[src/rtl/alu.sv]
// Registered 32-bit RV32I integer ALU.
// A single shared adder serves ADD, SUB and the SLT/SLTU compares.
// Result and {N, Z, C, V} flags are captured one clock after the operands arrive.
module alu (
  input  logic        clk,
  input  logic        rst_n,
  input  logic [6:0]  funct7,
  input  logic [2:0]  funct3,
  input  logic [31:0] A,
  input  logic [31:0] B,
  output logic [31:0] result,
  output logic [3:0]  alu_flags
);

  localparam logic [2:0] F3_ADDSUB = 3'b000;
  localparam logic [2:0] F3_SLL    = 3'b001;
  localparam logic [2:0] F3_SLT    = 3'b010;
  localparam logic [2:0] F3_SLTU   = 3'b011;
  localparam logic [2:0] F3_XOR    = 3'b100;
  localparam logic [2:0] F3_SR     = 3'b101;
  localparam logic [2:0] F3_OR     = 3'b110;
  localparam logic [2:0] F3_AND    = 3'b111;

  logic        do_sub;
  logic [31:0] b_eff;
  logic [32:0] sum_full;
  logic [31:0] sum;
  logic        carry;
  logic        ovf;
  logic        lt_signed;
  logic        lt_unsigned;
  logic [4:0]  shamt;
  logic [31:0] result_d;
  logic [3:0]  flags_d;
  logic [31:0] result_q;
  logic [3:0]  flags_q;

  // Only funct7[5] is decoded; the remaining bits are deliberately ignored.
  logic unused_funct7;
  assign unused_funct7 = ^{funct7[6], funct7[4:0]};

  // Shared adder: A+B only for ADD, A+~B+1 for everything else.
  always_comb begin
    do_sub      = !((funct3 == F3_ADDSUB) && !funct7[5]);
    b_eff       = do_sub ? ~B : B;
    sum_full    = {1'b0, A} + {1'b0, b_eff} + {32'd0, do_sub};
    sum         = sum_full[31:0];
    carry       = sum_full[32];
    ovf         = (A[31] == b_eff[31]) && (sum[31] != A[31]);
    // Signed less-than is N xor V of A-B; unsigned less-than is a borrow.
    lt_signed   = sum[31] ^ ovf;
    lt_unsigned = ~carry;
    shamt       = B[4:0];
  end

  // Operation select and flag formation.
  always_comb begin
    result_d = 32'h0;
    unique case (funct3)
      F3_ADDSUB: result_d = sum;
      F3_SLL:    result_d = A << shamt;
      F3_SLT:    result_d = {31'd0, lt_signed};
      F3_SLTU:   result_d = {31'd0, lt_unsigned};
      F3_XOR:    result_d = A ^ B;
      F3_SR:     result_d = funct7[5] ? 32'($signed(A) >>> shamt) : (A >> shamt);
      F3_OR:     result_d = A | B;
      F3_AND:    result_d = A & B;
      default:   result_d = 32'h0;
    endcase
    flags_d = {result_d[31], (result_d == 32'h0), carry, ovf};
  end

  // Output registers; reset clears them immediately and discards in-flight work.
  always_ff @(posedge clk or negedge rst_n) begin
    if (!rst_n) begin
      result_q <= 32'h0;
      flags_q  <= 4'b0000;
    end else begin
      result_q <= result_d;
      flags_q  <= flags_d;
    end
  end

  assign result    = result_q;
  assign alu_flags = flags_q;

endmodule

[config.mk]
export PLATFORM = sky130hd
export DESIGN_NAME = alu
export DESIGN_NICKNAME = d
export VERILOG_FILES = /design/src/rtl/alu.sv
export SDC_FILE = /design/constraint.sdc
export NUM_CORES = 1
export LEC_CHECK = 0
export BUFFER_PORTS_ARGS = -buffer_cell sky130_fd_sc_hd__buf_4
export CORE_ASPECT_RATIO = 0.7
export CORE_MARGIN = 2
export CORE_UTILIZATION = 56
export CTS_CLUSTER_SIZE = 40
export DETAILED_ROUTE_END_ITERATION = 8
export PLACE_DENSITY_LB_ADDON = 0.08
export RECOVER_POWER = 25
export SLEW_MARGIN = 5
export SYNTH_ARGS = -nofsm -noshare
export SYNTH_HDL_FRONTEND = slang
export SYNTH_SLANG_ARGS = --single-unit
[constraint.sdc]
create_clock -name clk -period 0.8 [get_ports clk]
set_input_delay 0.04 -clock clk [delete_from_list [all_inputs] [get_ports clk]]
set_output_delay 0.04 -clock clk [all_outputs]
set_load 0.02 [all_outputs]
==> flow_metrics.py, run 1 <==
metrics = {
    "synthesis": {
        "netlist_area_um2": 9980,
        "syn_inst": 1318,
        "synth-seq-cells": 35,
        "ys_warn_count": 0,
        "async_flop_share": 1.000,
        "ys_seq_area_frac": 0.08776,
        "ys.flop_type": "dfrtp_1",
        "yosys.area.top_type_share": 0.1204,
        "synth_area_leaders": "ha_1 (12%), mux4_2 (9.7%), dfrtp_1 (8.8%)",
        "yosys.area.top_type": "ha_1",
        "synth_fp_nets": 1491,
        "synth_edf_count": 0,
        "synth_common_cells": "nand2_1 (130), ha_1 (96), nor2_1 (95)",
        "synth_most_common_cell": "nand2_1",
        "synth.avg_cell_area_um2": 7.572,
        "synth_cell_types": 82,
    },
    "clock_network": {
        "cts-root-buf": "clkbuf_16",
        "clkSinkCount": 35,
        "numCtsBuffers": 5,
        "cts_buffer_depth": 2,
        "cts_max_level": 2,
    },
    "placed_design": {
        "dp_hpwl_um": 44010,
        "numPortBuffers": 105,
        "pre_cts_slack_ns": -3.431,
        "gp_congestion": 1.281,
    },
    "status": {
        "error_line": "[ERROR GRT-0116] Global routing finished with congestion. Check the congestion regions in the DRC Viewer.",
        "outcome": "did not finish",
        "lastStage": "5_1_grt",
    },
    "die": {
        "pin_count": 112,
        "num_rows": 40,
        "die_height_um": 115.7,
        "start_util": 0.5763,
        "die_w_um": 163.6,
    },
    "grt": {
        "gr-total-overflow": 329,
        "grt_max_degree": 46,
        "grt_usage": 0.8694,
        "grt_pass1_vias": 18920,
        "grt_pass1_wl_um": 124600,
    },
}
timing repair:
action	in CTS
setup buffers	45
endpoints found under the hold margin	35
gates cloned	1
hold buffers	1
endpoints found under the setup margin	71
pin swaps	47
resized for setup	179
per-layer routing:
metal  GRT overflow  global-route usage
met5              4              0.4621
met3             16              0.7713
met4            135              0.8702
met2            165               1.006
met1              9              0.8582
metrics by stage:
step / std cells / area (µm²) / util / hold slack, ns
2_1_floorplan: 1318 / 10140 / - / -0.2556
3_3_place_gp: 2037 / 14530 / 0.8388 / -0.004405
3_5_place_dp: 2037 / 14530 / 0.8388 / 0.01743
4_1_cts: 2089 / 15950 / 0.9212 / 0.2659
cells by family after synthesis:
logic type,count (synthesis),share of synthesized area
and+or+nand+nor,391,0.1883
AOI/OAI and AO/OA,406,0.2712
DFF,35,0.08776
muxes,146,0.2065
xor gates and xnor gates,48,0.04213
buffers and inverters,195,0.08175
adders and majority gates,97,0.1224
==> run 2: changes to the inputs <==
--- a/config.mk
+++ b/config.mk
@@ -6,12 +6,10 @@
 export NUM_CORES = 1
 export LEC_CHECK = 0
 export BUFFER_PORTS_ARGS = -buffer_cell sky130_fd_sc_hd__buf_4
-export CORE_ASPECT_RATIO = 0.7
 export CORE_MARGIN = 2
-export CORE_UTILIZATION = 56
-export CTS_CLUSTER_SIZE = 40
+export CORE_UTILIZATION = 40
 export DETAILED_ROUTE_END_ITERATION = 8
-export PLACE_DENSITY_LB_ADDON = 0.08
+export PLACE_DENSITY_LB_ADDON = 0.15
 export RECOVER_POWER = 25
 export SLEW_MARGIN = 5
 export SYNTH_ARGS = -nofsm -noshare
==> constraint.sdc (replaced) <==
create_clock -name clk -period 1.04 [get_ports clk]
set_input_delay 0.052 -clock clk [delete_from_list [all_inputs] [get_ports clk]]
set_output_delay 0.052 -clock clk [all_outputs]
set_load 0.02 [all_outputs]
==> flow_metrics.py, run 2 <==
metrics = {
    "synthesis": {
        "netlist_area_um2": 9980,
        "yosys.area.top_type": "ha_1",
        "synth_cell_types": 82,
        "synth_common_cells": "nand2_1 (130), ha_1 (96), nor2_1 (95)",
        "syn_inst": 1318,
        "async_flop_share": 1.000,
        "synth-seq-cells": 35,
        "synth_most_common_cell": "nand2_1",
        "synth_edf_count": 0,
        "synth.avg_cell_area_um2": 7.572,
        "ys_seq_area_frac": 0.08776,
        "ys.flop_type": "dfrtp_1",
        "synth_area_leaders": "ha_1 (12%), mux4_2 (9.7%), dfrtp_1 (8.8%)",
        "synth_fp_nets": 1491,
        "yosys.area.top_type_share": 0.1204,
        "ys_warn_count": 0,
    },
    "layout": {
        "largest_reg_flops": 31,
        "seq_area_um2": 875.8,
        "final_cell_mix": "buf_4 (617), nand2_1 (121), nor2_1 (86), inv_1 (82), ha_1 (81)",
        "final_common_cell": "buf_4",
        "final_core_util": 0.6864,
        "diodes": 0,
        "multi_input_area_um2": 9425,
        "nets": 2070,
        "fillCellCount": 2007,
        "drive_above_1_share": 0.4955,
        "syn2layout_area_growth_pct": 67.77,
    },
    "sta": {
        "slew_headroom": 0.3384,
        "setup_ws_ns": -2.735,
        "period_share": 3.630,
        "post-route-min-period_ns": 3.775,
        "hold_viol_final": 0,
        "rsz0062_at_grt": "true",
        "finalSetupTns_ns": -62.90,
        "fmax_ghz": 0.2649,
        "setup_viol": 35,
        "slew_viol_final": 0,
        "tightestPinTransition_ns": 0.9800,
    },
    "grt": {
        "grt_pass1_vias": 13390,
        "grt_pass1_wl_um": 84620,
        "antenna_found_initial": 0,
        "grt_usage": 0.4318,
        "grt_max_degree": 39,
        "gr-total-overflow": 0,
    },
    "detailed_routing": {
        "drc_errors": 0,
        "wl_per_cell_um": 27.24,
        "vias": 14230,
        "drtPass1Iterations": 7,
        "drt-initial-drc-count": 1827,
        "viasPerCell": 6.409,
        "routed_wl_um": 60510,
        "ant_nets": 0,
    },
    "power_and_ir_drop": {
        "p_leak_nw": 7.758,
        "cellPowerDensity_nw_per_um2": 801.6,
        "peakVddDrop_mv": 0.8863,
    },
    "clock_network": {
        "clkSinkCount": 35,
        "cts_tree": "done",
        "cts_buffer_depth": 2,
        "numCtsBuffers": 5,
        "path_clk_slew_ns": 0.06,
        "cts-root-buf": "clkbuf_16",
        "cts_max_level": 2,
    },
    "critical_path": {
        "cp_max_fo": 7,
        "critPathArrivalTime_ns": 3.96,
        "worstSetupPathType": "input port to flop",
        "end_kind": "flop",
        "crit_required_ns": 1.23,
        "start_kind": "input port",
    },
    "die": {
        "core_um2": 24390,
        "die_height_um": 162.0,
        "start_util": 0.4092,
        "pin_count": 112,
        "die_w_um": 162.0,
        "dieArea_um2": 26230,
        "num_rows": 57,
    },
    "placed_design": {
        "pre_cts_slack_ns": -2.953,
        "gp_congestion": 1.126,
        "numPortBuffers": 105,
        "dp_hpwl_um": 46540,
    },
    "status": {
        "violations": "negative setup slack",
        "outcome": "finished with violations",
    },
    "flow_run": {
        "cap_violations": 0,
    },
    "worst_hold_path": {
        "hold_class": "input port to async pin",
    },
}
[run 2: cell counts after synthesis]
No cell type changed its count.
[run 2: how the worst max path moves through the flow]
stage / start / endpoint / slack [ns] / depth (start not counted)
detailed placement: funct3[2] / alu_flags[2]$_DFF_PN0_ / -2.95 / 17
global placement: funct3[2] / alu_flags[2]$_DFF_PN0_ / -2.79 / 17
floorplan: funct3[2] / alu_flags[2]$_DFF_PN0_ / -2.84 / 19
finish: funct3[2] / alu_flags[2]$_DFF_PN0_ / -2.74 / 21
global route: funct3[2] / alu_flags[2]$_DFF_PN0_ / -2.79 / 21
CTS: funct3[2] / alu_flags[2]$_DFF_PN0_ / -2.46 / 18
[run 2: per-layer routing]
layer  vias to the layer above  track usage  wire, µm
li1                       6112            -         -
met1                      6892       0.5588     22920
met2                       988       0.7046     27660
met3                       242      0.06844      5970
met4                         0       0.2064      3952
met5                         -            0         0
[run 2: what timing repair did]
item	4_1_cts	5_1_grt
setup endpoints to repair	35	35
setup buffers	31	35
pin swaps	49	85
endpoints found under the hold margin	35	0
hold buffers	1	0
gates resized for setup	140	107
cloned	2	0
[run 2: report_power, final]
group          switching [mW]  internal, mW  total (mW)  leakage [nW]
registers              0.0592          1.55        1.60         0.443
logic                    5.46          4.87        10.3          7.24
clock network           0.555         0.935        1.49        0.0727
total                    6.07          7.35        13.4          7.76
[run 2: layout make-up]
class / instances / share of cell area
clock buffer: 6 / 0.008295
timing repair buffer: 683 / 0.3331
inverter: 84 / 0.01883
clock inverter: 1 / 0.0002989
tap: 324 / 0.02421
sequential: 35 / 0.05231
multi-input combinational: 1088 / 0.5630
[run 2: logic make-up (layout without fill, tap and decap cells)]
| group | Yosys count | in the layout | share of synthesized area |
|---|---|---|---|
| AO/OA/AOI/OAI | 406 | 406 | 0.2712 |
| XOR/XNOR | 48 | 48 | 0.04213 |
| adder cells (fa/ha/maj) | 97 | 97 | 0.1224 |
| buffers and inverters | 195 | 774 | 0.08175 |
| flip-flops | 35 | 35 | 0.08776 |
| multiplexers | 146 | 146 | 0.2065 |
| AND/OR/NAND/NOR | 391 | 391 | 0.1883 |
[run 2: per-stage QoR]
step / instances / area, µm² / power [mW] / hold slack (ns)
final: 2221 / 16740 / 13.42 / 0.2980
after global placement: 2168 / 14950 / 10.11 / 0.007954
after CTS: 2206 / 16100 / 12.37 / 0.2724
after detailed placement: 2168 / 14950 / 10.16 / 0.01965
after global routing: 2221 / 16740 / 13.89 / 0.3209
after floorplan: 1318 / 10140 / 5.565 / -0.2436
[run 2: worst max-delay path, stage by stage]
cell and delay [ns]:
buf_6 0.09, or3_4 0.41, nor2_4 0.18, buf_12 0.17, xnor2_1 0.12, ha_1 0.31, a21oi_2 0.21, o211ai_1 0.11
buf_4 0.17, buf_6 0.12, a31oi_4 0.19, a21oi_2 0.13, buf_4 0.15, buf_6 0.13, buf_6 0.11, o211ai_1 0.25
a21oi_1 0.12, o21ai_1 0.22, nand3_1 0.14, or2_2 0.31, nor4_2 0.25
Note: power is estimated with default switching activity, not from simulation.
